**src/rtl/bhg_line_fetch_pkg.sv**
```systemverilog
// rtl/bhg_line_fetch_pkg.sv - shared types and constants for the display line-fetch DMA
package bhg_line_fetch_pkg;

    typedef enum logic [1:0] {
        ST_IDLE  = 2'd0,
        ST_REQ   = 2'd1,
        ST_DRAIN = 2'd2
    } fetch_state_t;

    localparam int WORD_BYTES = 16;
    localparam int WB_SHIFT   = 4;
    localparam int LBUF_AW    = 10;
    // Word counters must hold H_WORDS itself (up to 512).
    localparam int CNT_W      = 10;

endpackage

```
**src/rtl/bhg_fetch_addr_gen.sv**
```systemverilog
// rtl/bhg_fetch_addr_gen.sv - line/word address accumulators and issue/return counters
module bhg_fetch_addr_gen
    import bhg_line_fetch_pkg::*;
#(
    parameter int ADDR_SIZE  = 29,
    parameter int H_WORDS    = 480,
    parameter int BASE_ADDR  = 0,
    parameter int LINE_PITCH = 8192,
    parameter int MAX_OUTST  = 16
) (
    input  logic                 clk_i,
    input  logic                 reset_i,
    input  logic                 frame_init_i,
    input  logic [8:0]           scroll_word_i,
    input  logic                 line_adv_i,
    input  logic                 fetch_start_i,
    input  logic                 accept_i,
    input  logic                 ret_i,
    output logic [ADDR_SIZE-1:0] word_addr_o,
    output logic [8:0]           ret_cnt_o,
    output logic                 iss_done_o,
    output logic                 ret_done_o,
    output logic                 drained_o,
    output logic                 can_issue_o
);

    localparam logic [CNT_W-1:0]     H_W     = CNT_W'(H_WORDS);
    localparam logic [CNT_W-1:0]     MAX_W   = CNT_W'(MAX_OUTST);
    localparam logic [ADDR_SIZE-1:0] BASE_A  = ADDR_SIZE'(BASE_ADDR);
    localparam logic [ADDR_SIZE-1:0] PITCH_A = ADDR_SIZE'(LINE_PITCH);
    localparam logic [ADDR_SIZE-1:0] STEP_A  = ADDR_SIZE'(WORD_BYTES);

    logic [ADDR_SIZE-1:0] line_addr_q, line_addr_d;
    logic [ADDR_SIZE-1:0] word_addr_q, word_addr_d;
    logic [CNT_W-1:0]     iss_q, iss_d, ret_q, ret_d, outst_d;

    always_comb begin
        iss_d   = fetch_start_i ? '0 : iss_q + CNT_W'(accept_i);
        ret_d   = fetch_start_i ? '0 : ret_q + CNT_W'(ret_i);
        outst_d = iss_d - ret_d;

        line_addr_d = line_addr_q;
        if (frame_init_i) begin
            line_addr_d = BASE_A + (ADDR_SIZE'(scroll_word_i) << WB_SHIFT);
        end else if (line_adv_i) begin
            line_addr_d = line_addr_q + PITCH_A;
        end

        word_addr_d = word_addr_q;
        if (fetch_start_i) begin
            word_addr_d = line_addr_q;
        end else if (accept_i) begin
            word_addr_d = word_addr_q + STEP_A;
        end
    end

    always_ff @(posedge clk_i) begin
        if (reset_i) begin
            line_addr_q <= BASE_A;
            word_addr_q <= '0;
            iss_q       <= '0;
            ret_q       <= '0;
        end else begin
            line_addr_q <= line_addr_d;
            word_addr_q <= word_addr_d;
            iss_q       <= iss_d;
            ret_q       <= ret_d;
        end
    end

    // Flags look at next-state counts so the FSM can act on the edge that reaches them.
    assign word_addr_o = word_addr_q;
    assign ret_cnt_o   = ret_q[8:0];
    assign iss_done_o  = (iss_d == H_W);
    assign ret_done_o  = (ret_d == H_W);
    assign drained_o   = (ret_d == iss_d);
    assign can_issue_o = (iss_d < H_W) && (outst_d < MAX_W);

endmodule

```
**src/rtl/bhg_line_fetch.sv**
```systemverilog
// rtl/bhg_line_fetch.sv - display line-fetch DMA: one DDR3 line per H-sync into a 2-line buffer
module bhg_line_fetch
    import bhg_line_fetch_pkg::*;
#(
    parameter int ADDR_SIZE  = 29,
    parameter int H_WORDS    = 480,
    parameter int V_LINES    = 1080,
    parameter int BASE_ADDR  = 0,
    parameter int LINE_PITCH = 8192,
    parameter int MAX_OUTST  = 16
) (
    input  logic                 CMD_CLK,
    input  logic                 reset,
    input  logic [10:0]          scroll_x,
    input  logic                 CMD_xena_out,
    input  logic                 CMD_yena_out,
    output logic [1:0]           CMD_xpos_in,
    output logic                 CMD_ypos_in,
    output logic                 CMD_line_mem_wena,
    output logic [LBUF_AW-1:0]   CMD_line_mem_waddr,
    output logic [127:0]         CMD_line_mem_wdata,
    input  logic                 CMD_busy,
    output logic                 CMD_ena,
    output logic                 CMD_write_ena,
    output logic [ADDR_SIZE-1:0] CMD_addr,
    input  logic                 CMD_read_ready,
    input  logic [127:0]         CMD_read_data,
    output logic                 underrun,
    output logic                 frame_start
);

    localparam int                LINE_W = $clog2(V_LINES + 1);
    localparam logic [LINE_W-1:0] V_L    = LINE_W'(V_LINES);

    fetch_state_t       state_q;
    logic               xena_q, yena_q, armed_q, abort_q, disp_buf_q, filled_q;
    logic               ena_q, wena_q, frame_start_q, underrun_q;
    logic [1:0]         xpos_q;
    logic [LINE_W-1:0]  line_q;
    logic [LBUF_AW-1:0] waddr_q;
    logic [127:0]       wdata_q;

    logic       xfall, yfall, accept, ret_hit, complete, filled_eff, fetch_start, line_adv;
    logic [8:0] ret_cnt;
    logic       iss_done, ret_done, drained, can_issue;

    assign xfall       = xena_q & ~CMD_xena_out;
    assign yfall       = yena_q & ~CMD_yena_out;
    assign accept      = ena_q & ~CMD_busy;
    assign ret_hit     = CMD_read_ready & (state_q != ST_IDLE);
    assign complete    = (state_q == ST_DRAIN) & ~abort_q & ret_done;
    assign filled_eff  = filled_q | complete;
    // Nothing is fetched until a frame start has supplied the scroll origin.
    assign fetch_start = (state_q == ST_IDLE) & armed_q & ~filled_q & (line_q < V_L) & ~yfall;
    assign line_adv    = complete & ~yfall;

    bhg_fetch_addr_gen #(
        .ADDR_SIZE  (ADDR_SIZE),
        .H_WORDS    (H_WORDS),
        .BASE_ADDR  (BASE_ADDR),
        .LINE_PITCH (LINE_PITCH),
        .MAX_OUTST  (MAX_OUTST)
    ) u_addr_gen (
        .clk_i         (CMD_CLK),
        .reset_i       (reset),
        .frame_init_i  (yfall),
        .scroll_word_i (scroll_x[10:2]),
        .line_adv_i    (line_adv),
        .fetch_start_i (fetch_start),
        .accept_i      (accept),
        .ret_i         (ret_hit),
        .word_addr_o   (CMD_addr),
        .ret_cnt_o     (ret_cnt),
        .iss_done_o    (iss_done),
        .ret_done_o    (ret_done),
        .drained_o     (drained),
        .can_issue_o   (can_issue)
    );

    always_ff @(posedge CMD_CLK) begin
        if (reset) begin
            state_q       <= ST_IDLE;
            xena_q        <= 1'b0;
            yena_q        <= 1'b0;
            armed_q       <= 1'b0;
            abort_q       <= 1'b0;
            disp_buf_q    <= 1'b0;
            filled_q      <= 1'b0;
            ena_q         <= 1'b0;
            wena_q        <= 1'b0;
            frame_start_q <= 1'b0;
            underrun_q    <= 1'b0;
            xpos_q        <= '0;
            line_q        <= '0;
            waddr_q       <= '0;
            wdata_q       <= '0;
        end else begin
            xena_q        <= CMD_xena_out;
            yena_q        <= CMD_yena_out;
            frame_start_q <= yfall;
            underrun_q    <= xfall & ~yfall & ~filled_eff;
            wena_q        <= ret_hit & ~abort_q & ~yfall;
            waddr_q       <= {~disp_buf_q, ret_cnt};
            wdata_q       <= CMD_read_data;

            if (yfall) begin
                armed_q    <= 1'b1;
                line_q     <= '0;
                xpos_q     <= scroll_x[1:0];
                disp_buf_q <= 1'b1;
                filled_q   <= 1'b0;
                ena_q      <= 1'b0;
                // An interrupted fetch must swallow its in-flight returns before line 0 starts.
                if (state_q != ST_IDLE && !drained) begin
                    state_q <= ST_DRAIN;
                    abort_q <= 1'b1;
                end else begin
                    state_q <= ST_IDLE;
                    abort_q <= 1'b0;
                end
            end else begin
                if (xfall && filled_eff) begin
                    disp_buf_q <= ~disp_buf_q;
                    filled_q   <= 1'b0;
                end else if (complete) begin
                    filled_q <= 1'b1;
                end
                if (line_adv) begin
                    line_q <= line_q + LINE_W'(1);
                end

                unique case (state_q)
                    ST_IDLE: begin
                        if (fetch_start) begin
                            state_q <= ST_REQ;
                            ena_q   <= 1'b1;
                        end
                    end
                    ST_REQ: begin
                        if (iss_done) begin
                            state_q <= ST_DRAIN;
                            ena_q   <= 1'b0;
                        end else begin
                            ena_q <= can_issue;
                        end
                    end
                    ST_DRAIN: begin
                        if (abort_q ? drained : ret_done) begin
                            state_q <= ST_IDLE;
                            abort_q <= 1'b0;
                        end
                    end
                    default: state_q <= ST_IDLE;
                endcase
            end
        end
    end

    assign CMD_xpos_in        = xpos_q;
    assign CMD_ypos_in        = disp_buf_q;
    assign CMD_line_mem_wena  = wena_q;
    assign CMD_line_mem_waddr = waddr_q;
    assign CMD_line_mem_wdata = wdata_q;
    assign CMD_ena            = ena_q;
    assign CMD_write_ena      = 1'b0;
    assign underrun           = underrun_q;
    assign frame_start        = frame_start_q;

endmodule

```
**config.mk**
```make
export PLATFORM = sky130hd
export DESIGN_NAME = bhg_line_fetch
export DESIGN_NICKNAME = d
export VERILOG_FILES = /design/src/rtl/bhg_line_fetch_pkg.sv /design/src/rtl/bhg_fetch_addr_gen.sv /design/src/rtl/bhg_line_fetch.sv
export SDC_FILE = /design/constraint.sdc
export NUM_CORES = 1
export LEC_CHECK = 0
export CORE_MARGIN = 10
export CORE_UTILIZATION = 47
export DETAILED_ROUTE_END_ITERATION = 6
export HOLD_SLACK_MARGIN = 0.15
export PLACE_DENSITY_LB_ADDON = 0.12
export SLEW_MARGIN = 20
export SYNTH_ARGS = -nofsm -noshare
export SYNTH_HDL_FRONTEND = slang
export SYNTH_SLANG_ARGS = --single-unit
export TNS_END_PERCENT = 1
```
**constraint.sdc**
```tcl
create_clock -name CMD_CLK -period 7.34 [get_ports CMD_CLK]
set_clock_uncertainty 0.05 [all_clocks]
set_input_delay 1.468 -clock CMD_CLK [delete_from_list [all_inputs] [get_ports CMD_CLK]]
set_output_delay 1.468 -clock CMD_CLK [all_outputs]
set_load 0.01 [all_outputs]
```
### After elaboration in Yosys (flattened, before gate mapping)

Cells that the tools add are included.

* $add $sub $neg: 6
* order comparisons: 3
* equal/unequal tests: 9
* mux-type cells: 22
* bitwise logic cells: 24
* reduce and logical (&&, ||, !) cells: 17

Operators by type and width (count)
* 29-bit 2-to-1 mux: 2
* 29-bit by 14-bit adder with 29-bit output (second input constant): 1
* 29-bit by 5-bit adder with 29-bit output (second input constant): 1
* 13-bit 2-to-1 mux: 2
* 10-bit by 1-bit adder with 10-bit output: 2
* 10-bit by 9-bit == test with 1-bit output (second input constant): 2
* 10-bit 2-to-1 mux: 2
* 1-bit AND: 15
* 2-bit nonzero test: 7
* 11-bit by 1-bit adder with 11-bit output (second input constant): 1
* 11-bit less-than comparator (second input constant): 1
* 10-bit == test: 1
* 10-bit by 5-bit less-than comparator with 1-bit output (second input constant): 1
* 10-bit by 9-bit less-than comparator with 1-bit output (second input constant): 1
* 2-bit 2-to-1 mux: 5
* 10-bit subtractor: 1
* 1-bit 2-to-1 mux: 9
* 1-bit NOT: 8
* 3-bit by 2-bit != test with 1-bit output (second input constant): 2
* 2-bit case mux with 3 select lines: 1
* 2-bit AND reduction: 2
* 1-bit logical AND: 3
* 3-bit != test (second input constant): 1
* 3-bit AND reduction: 1
* other kinds (9): 9

* register bits after elaboration: 241
* input port bits: 145

### Longest topological paths before layout

Gate-level depths: netlist of the first run.

* depth after elaboration: 12
* gate-level depth with buffers: 15

### By module

Synthesis of the first run repeated with hierarchy kept, for this count alone.

* cell total of the unflattened synthesis: 863
* area, all modules: 8531.9 um^2

Modules (own cells, without submodules)
* bhg_line_fetch: times used 1, cells an instance 422, area each 4825.9 um^2, seq. area each 3263.1 um^2
* bhg_fetch_addr_gen: times used 1, cells an instance 441, area each 3706.1 um^2, seq. area each 1401.3 um^2

### Least setup slack after synthesis of the first run

OpenSTA, ideal clock, no wires.

* path kind: in2reg
* start point: in CMD_yena_out
* end point: reg state_q[1]
* data arrival time: 3.925 ns
* path slack: 3.244 ns
* stages on the path: 13
* buffers on the path: 3
* cells stage by stage: nor2b_1 or3_1 clkbuf_1 clkbuf_1 buf_1 nand2_1 ha_1 nand2_1 nor4_1 nand2_1 nor4bb_1 a2111oi_0 o311a_1

* word-level cells in the longest chain between the ends: 10
* elaborated cells between the ends (all ways): 18

RTL lines
* start: declaration: line bhg_line_fetch.sv:16 `input logic CMD_yena_out,`
* 1-bit NOT (*): line bhg_line_fetch.sv:48 `assign yfall = yena_q & ~CMD_yena_out;`
* 1-bit AND (*): line bhg_line_fetch.sv:48
* branches (longest 8 deep; another with 10-bit 2-to-1 mux)
* end signal: assignment: line bhg_line_fetch.sv:115 `state_q <= ST_DRAIN;`
* end signal: assignment: line bhg_line_fetch.sv:118 `state_q <= ST_IDLE;`
* end signal: assignment: line bhg_line_fetch.sv:135 `state_q <= ST_REQ;`
* end: declaration: line bhg_line_fetch.sv:35 `fetch_state_t state_q;`

Mark *: on every way between the ends.
A chain may end at the register's enable or synchronous reset.

### Worst setup path in the final report of the first run

* start point: in CMD_yena_out
* end point: reg ena_q (netlist: CMD_ena)

* word-level cells in the longest chain between the ends: 10
* elaborated cells between the ends (all ways): 16

RTL lines
* 1-bit NOT (*): line bhg_line_fetch.sv:48
* 1-bit AND (*): line bhg_line_fetch.sv:48
* 1-bit NOT (*): line bhg_line_fetch.sv:54 `assign fetch_start = (state_q == ST_IDLE) & armed_q & ~filled_q & (line_q < V_L) & ~yfall;`
* 1-bit AND (*): line bhg_line_fetch.sv:54
* 10-bit 2-to-1 mux (*): line bhg_fetch_addr_gen.sv:38 `iss_d = fetch_start_i ? '0 : iss_q + CNT_W'(accept_i);`
* named net u_addr_gen.iss_d[1]: line bhg_fetch_addr_gen.sv:35 `logic [CNT_W-1:0] iss_q, iss_d, ret_q, ret_d, outst_d;`
* 10-bit subtractor: line bhg_fetch_addr_gen.sv:40 `outst_d = iss_d - ret_d;`
* 10-bit by 5-bit less-than comparator with 1-bit output: line bhg_fetch_addr_gen.sv:77 `assign can_issue_o = (iss_d < H_W) && (outst_d < MAX_W);`
* 1-bit logical AND: line bhg_fetch_addr_gen.sv:77
* 1-bit 2-to-1 mux (*): line bhg_line_fetch.sv:140 `if (iss_done) begin`
* 1-bit case mux with 2 select lines (*): line bhg_line_fetch.sv:132 `unique case (state_q)`
* end signal: assignment: line bhg_line_fetch.sv:144 `ena_q <= can_issue;`
* end: declaration: line bhg_line_fetch.sv:37 `logic ena_q, wena_q, frame_start_q, underrun_q;`

Mark *: on every way through the listed nets, which the timed path passes. The rest lies on a longest branch.

==> run metrics, run 1 <==
status completed; Max Slew Vio Count 0; Slew @ Worst Pin 1.04 ns; dpl cells 1383; Finish-stage setup viols 0; Syn. warnings 0; register area share after synthesis 54.5%; H-Tree Depth 1; via count 7113; Rows 49; final core occ 70.5%; slowest stage delay, CP 0.94 ns; Post-synth EDFFs 0; Worst path most repeated cell a31oi_1; dpl ws 2.31 ns; Clock transition at path regs 0.06 ns; hpwl dp 20.1 mm; grt ovf 0; Pwr Density 230 mW/mm^2; post-CTS sizing 0; slew margin rel. 30.8%; CP startpoint kind input pin; antenna-violating nets left 0; Critical Path RT 7.73 ns; synthesized area per cell 9.70 um^2; main area contributors after synthesis dfxtp_1 55%, nor2b_1 11%, nor2_1 3.3%; most frequent cells in the layout 313 x clkdlybuf4s50_1, 233 x dfxtp_1, 144 x nor2b_1; clock root buffer clkbuf_16; synth unique cells 57; Clock Latency Late Sink 0.52 ns; Core ar. 0.0180 mm^2; largest net degree at the start of global routing 102; Pre-Repair DR Iteration Count 5; Post-Route WL 26.3 mm; RSZ-0062 raised after global routing no; Maximum Capacitance Violations 0; Initial Util 47.6%; TritonCTS Buffers 25; cell chain of the critical path clkdlybuf4s50_1, nor2b_2, buf_4, or3_2, and2_1, ha_1, nand2b_1, a211o_1, a31oi_1, a211oi_1, nor3_1, a31oi_1, o21ai_1; Leak Pwr 4.77 nW; Layout Nets 1342; antenna violations before repair 0; fin crit period 4.52 ns; I/O Buffers 314; Top FF cell, synth dfxtp_1; Critical Path AT 4.91 ns; via/cell ratio 4.98; initial DRC count 391; DIE WIDTH 155 um; final setup margin 2.82 ns; FFs w/ async S/R, synth 0%; CTS sink count 233; DR WL/cell 18.4 um; Tightest Hold Check Type reg -> reg; first-pass GRT wire length 39.6 mm; cts hold-fix bufs 0; setup bufs post-CTS 0; Layout area overhead 48.0%; setup TNS 0 ns; most common cell after layout, fill and taps aside clkdlybuf4s50_1; Seq cells post-synth 233; Routability Congestion 0.919; Mapped Cells 882; diodes inserted 0; Max clock buf depth 3; vias in the first global route 6822; post-synth top area share 54.5%; Top Ports 320; CTS tree done; crit path kind in -> reg; CP Capture Type register; share of cells above drive strength 1 4.75%; die footprint 0.0240 mm^2; Overall Global Routing Usage 20.6%; die height 155 um; residual DRC count 0; Max VDD drop 210 uV; cell taking the most area after synthesis dfxtp_1; Crit-path slowest cell or3_2; total power 2.91 mW; crit-path max FO 59; fin crit share 61.6%; Final Hold Viols 0; Cell Count, Final, Fillers Out 1428; f_max 0.221 GHz; cell area after synthesis 0.00856 mm^2
-- area by class of cell --
type | count | area, um^2
clock buffers | 38 | 754
repair buffers | 318 | 3170
inverters | 10 | 37.5
clock inverters | 7 | 91.3
multi-input cells | 593 | 3650
fillers | 1376 | 5300
flip-flops and latches | 233 | 4660
well taps | 229 | 287
-- registers in the layout, indices dropped and copies added (netlist names), 2 cells and up --
name and count:
CMD_line_mem_waddr 10, u_addr_gen.ret_q 10, state_q 2, CMD_xpos_in 2, u_addr_gen.line_addr_q 25, CMD_line_mem_wdata 128
line_q 11, u_addr_gen.iss_q 10, u_addr_gen.word_addr_o 25
-- critical path, delay by kind of cell --
family	cells	cell delay, ns
compound gates	5	0.87
simple gates	5	1.56
fa+ha+maj	1	0.28
buf+inv	2	0.71
-- worst paths after layout --
| path | to | slack (ns) | depth (start not counted) | startpoint |
|---|---|---|---|---|
| worst max-delay path | CMD_ena | 2.82 | 13 | CMD_yena_out |
| worst min-delay path | u_addr_gen.line_addr_q[8] | 0.40 | 2 | u_addr_gen.line_addr_q[8] |
| worst max register to register | u_addr_gen.line_addr_q[27] | 3.51 | 11 | state_q[1] |
| worst min register to register | u_addr_gen.line_addr_q[8] | 0.40 | 2 | u_addr_gen.line_addr_q[8] |
-- stage by stage --
stage,hold WS (ns),cell area (um^2)
floorplan,0.383,8570
global placement,0.393,11800
detailed placement,0.399,11800
CTS,0.408,12700
global route,0.430,12700
finish,0.405,12700
-- power by group --
part / switching (mW) / internal (mW)
clock: 0.491 / 0.777
combinational: 0.120 / 0.181
sequential: 0.0220 / 1.32
total: 0.633 / 2.27
-- routing by layer --
layer | part of all wire (%) | vias up | track usage, %
li1 | - | 3563 | -
met1 | 40 | 3289 | 24.5
met2 | 51 | 226 | 36.0
met3 | 6.6 | 35 | 5.76
met4 | 1.9 | 0 | 4.36
met5 | 0 | - | 0
-- kinds of logic (layout without fill, tap and decap cells) --
logic type	count (synthesis)	in the layout	synth area share (%)
DFF	233	233	54.5
xor gates and xnor gates	46	46	4.71
buffers and inverters	60	373	2.98
other	1	5	0.0438
muxes	5	5	0.585
adders and majority gates	16	16	2.34
AOI/OAI and AO/OA	102	102	8.01
and+or+nand+nor	419	419	26.8
-- synthesized netlist by cell type (2+ instances only) --
cell type and count:
nor2b_1 145, or2_2 3, nand2b_1 4, and4_1 2
a211oi_1 20, a211o_1 3, o21ai_0 13, nor2_1 76
o211ai_1 3, nand3b_1 3, nor3_1 10, buf_1 6
nand2_1 63, clkbuf_1 35, a311oi_1 4, inv_1 10
nand3_1 31, buf_4 5, nor4_1 6, ha_1 16
a21oi_1 30, buf_2 3, a31oi_1 3, a21o_1 2
and3_1 12, mux2i_1 5, nor3b_1 4, nand4_1 14
and2_1 15, or3_1 16, xor2_1 22, or4_1 9
o31ai_1 9, o21a_1 2, xnor2_1 24, dfxtp_1 233
Note: power is estimated with default switching activity, not from simulation.
==> run 2, diff against run 1 <==
Settings changed: CORE_UTILIZATION 47 to 40.
Clock period 7.34 ns to 4.1 ns, I/O delays scaled along.
==> run metrics, run 2 (synthesized netlist as in run 1, its figures left out) <==
status completed; vias in the first global route 7089; setup bufs post-CTS 0; Leak Pwr 4.90 nW; largest net degree at the start of global routing 138; max reg flops 128; Post-DP Area 0.0120 mm^2; clock root buffer clkbuf_16; I/O Buffers 314; Pre-Repair DR Iteration Count 4; Max clock buf depth 3; residual DRC count 0; final setup margin 0.533 ns; Hold Crit Start CMD_xpos_in[1]; Top Ports 320; f_max 0.280 GHz; TritonCTS Buffers 25; Layout Nets 1363; fin crit share 87.0%; Overall Global Routing Usage 17.3%; grt ovf 0; Clock Latency Late Sink 0.52 ns; crit path kind in -> reg; Pwr Density 410 mW/mm^2; via/cell ratio 4.73; DR WL/cell 16.8 um; worst hold slack 0.403 ns; Initial Util 40.7%; CTS sink count 233; die footprint 0.0276 mm^2; fin crit period 3.57 ns; CTS tree done; post-CTS sizing 0; antenna violations before repair 0; most frequent cells in the layout 313 x clkdlybuf4s50_1, 233 x dfxtp_1, 144 x nor2b_1; Routability Congestion 0.872; most common cell after layout, fill and taps aside clkdlybuf4s50_1; cts hold-fix bufs 0; hpwl dp 19.2 mm; Final Hold Viols 0; Core ar. 0.0210 mm^2; Maximum Capacitance Violations 0; H-Tree Depth 1; CP startpoint kind input pin; Tightest Hold Check Type reg -> reg; Clock transition at path regs 0.06 ns; final core occ 61.5%; dpl ws 0.0158 ns; first-pass GRT wire length 39.3 mm; DIE WIDTH 166 um; Slew @ Worst Pin 0.783 ns; Post-Route WL 25.2 mm; diodes inserted 0; Critical Path AT 3.92 ns; die height 166 um; antenna-violating nets left 0; Rows 53; via count 7069; CP Capture Type register; Layout area overhead 51.0%; Max VDD drop 381 uV; setup TNS 0 ns; RSZ-0062 raised after global routing no; reg2reg start state_q[0]; Fillers 1776; initial DRC count 336; Max Slew Vio Count 0; crit-path max FO 3; Critical path origin CMD_read_ready; slew margin rel. 47.5%; fin area 0.0129 mm^2; Finish-stage setup viols 0; share of cells above drive strength 1 6.31%; Critical Path RT 4.45 ns
## run 2: cell type report
class | instances | area (um^2) | area share (%)
Timing Repair Buffer | 339 | 3340 | 25.9
Clock buffer | 37 | 731 | 5.66
Clock inverter | 8 | 144 | 1.11
Inverter | 10 | 37.5 | 0.291
Multi-Input combinational cell | 593 | 3650 | 28.3
Sequential cell | 233 | 4660 | 36.1
Tap cell | 275 | 344 | 2.66
## run 2: where the power goes
group	internal, mW	switching [mW]	total, mW
Clock	1.48	0.884	2.36
Combinational	0.329	0.206	0.535
Sequential	2.36	0.0392	2.40
Total	4.16	1.13	5.29
## run 2: worst max-delay path, stage by stage
cell and delay [ns]:
clkdlybuf4s50_1 0.45, nor2b_1 0.18, ha_1 0.21, ha_1 0.20, and2_1 0.17, nand4_1 0.12, xor2_1 0.17, or2_2 0.28
ha_1 0.29, nand2_1 0.07, nor4_1 0.16, nand2_1 0.13, nor4bb_1 0.38, a2111oi_0 0.13, o311a_1 0.13
## run 2: through the flow
step	total power, mW	std cells
after floorplan	2.63	886
after global placement	2.98	1450
after detailed placement	2.99	1450
after CTS	5.36	1495
after global routing	5.51	1495
final	5.29	1495
## run 2: path summary, 6_finish.rpt
check	endpoint	slack, ns	cells past startpoint
hold / removal	CMD_xpos_in[1]	0.40	2
hold reg to reg	CMD_xpos_in[1]	0.40	2
setup reg to reg	state_q[1]	0.78	15
setup / recovery	state_q[1]	0.53	15
## run 2: per-layer routing
layer  up-vias  global-route usage (%)  routed length (um)
li1       3608                       -                   -
met1      3179                    19.1                9970
met2       251                    28.8               11700
met3        31                    9.04                2900
met4         0                    4.24                 575
met5         -                       0                   0
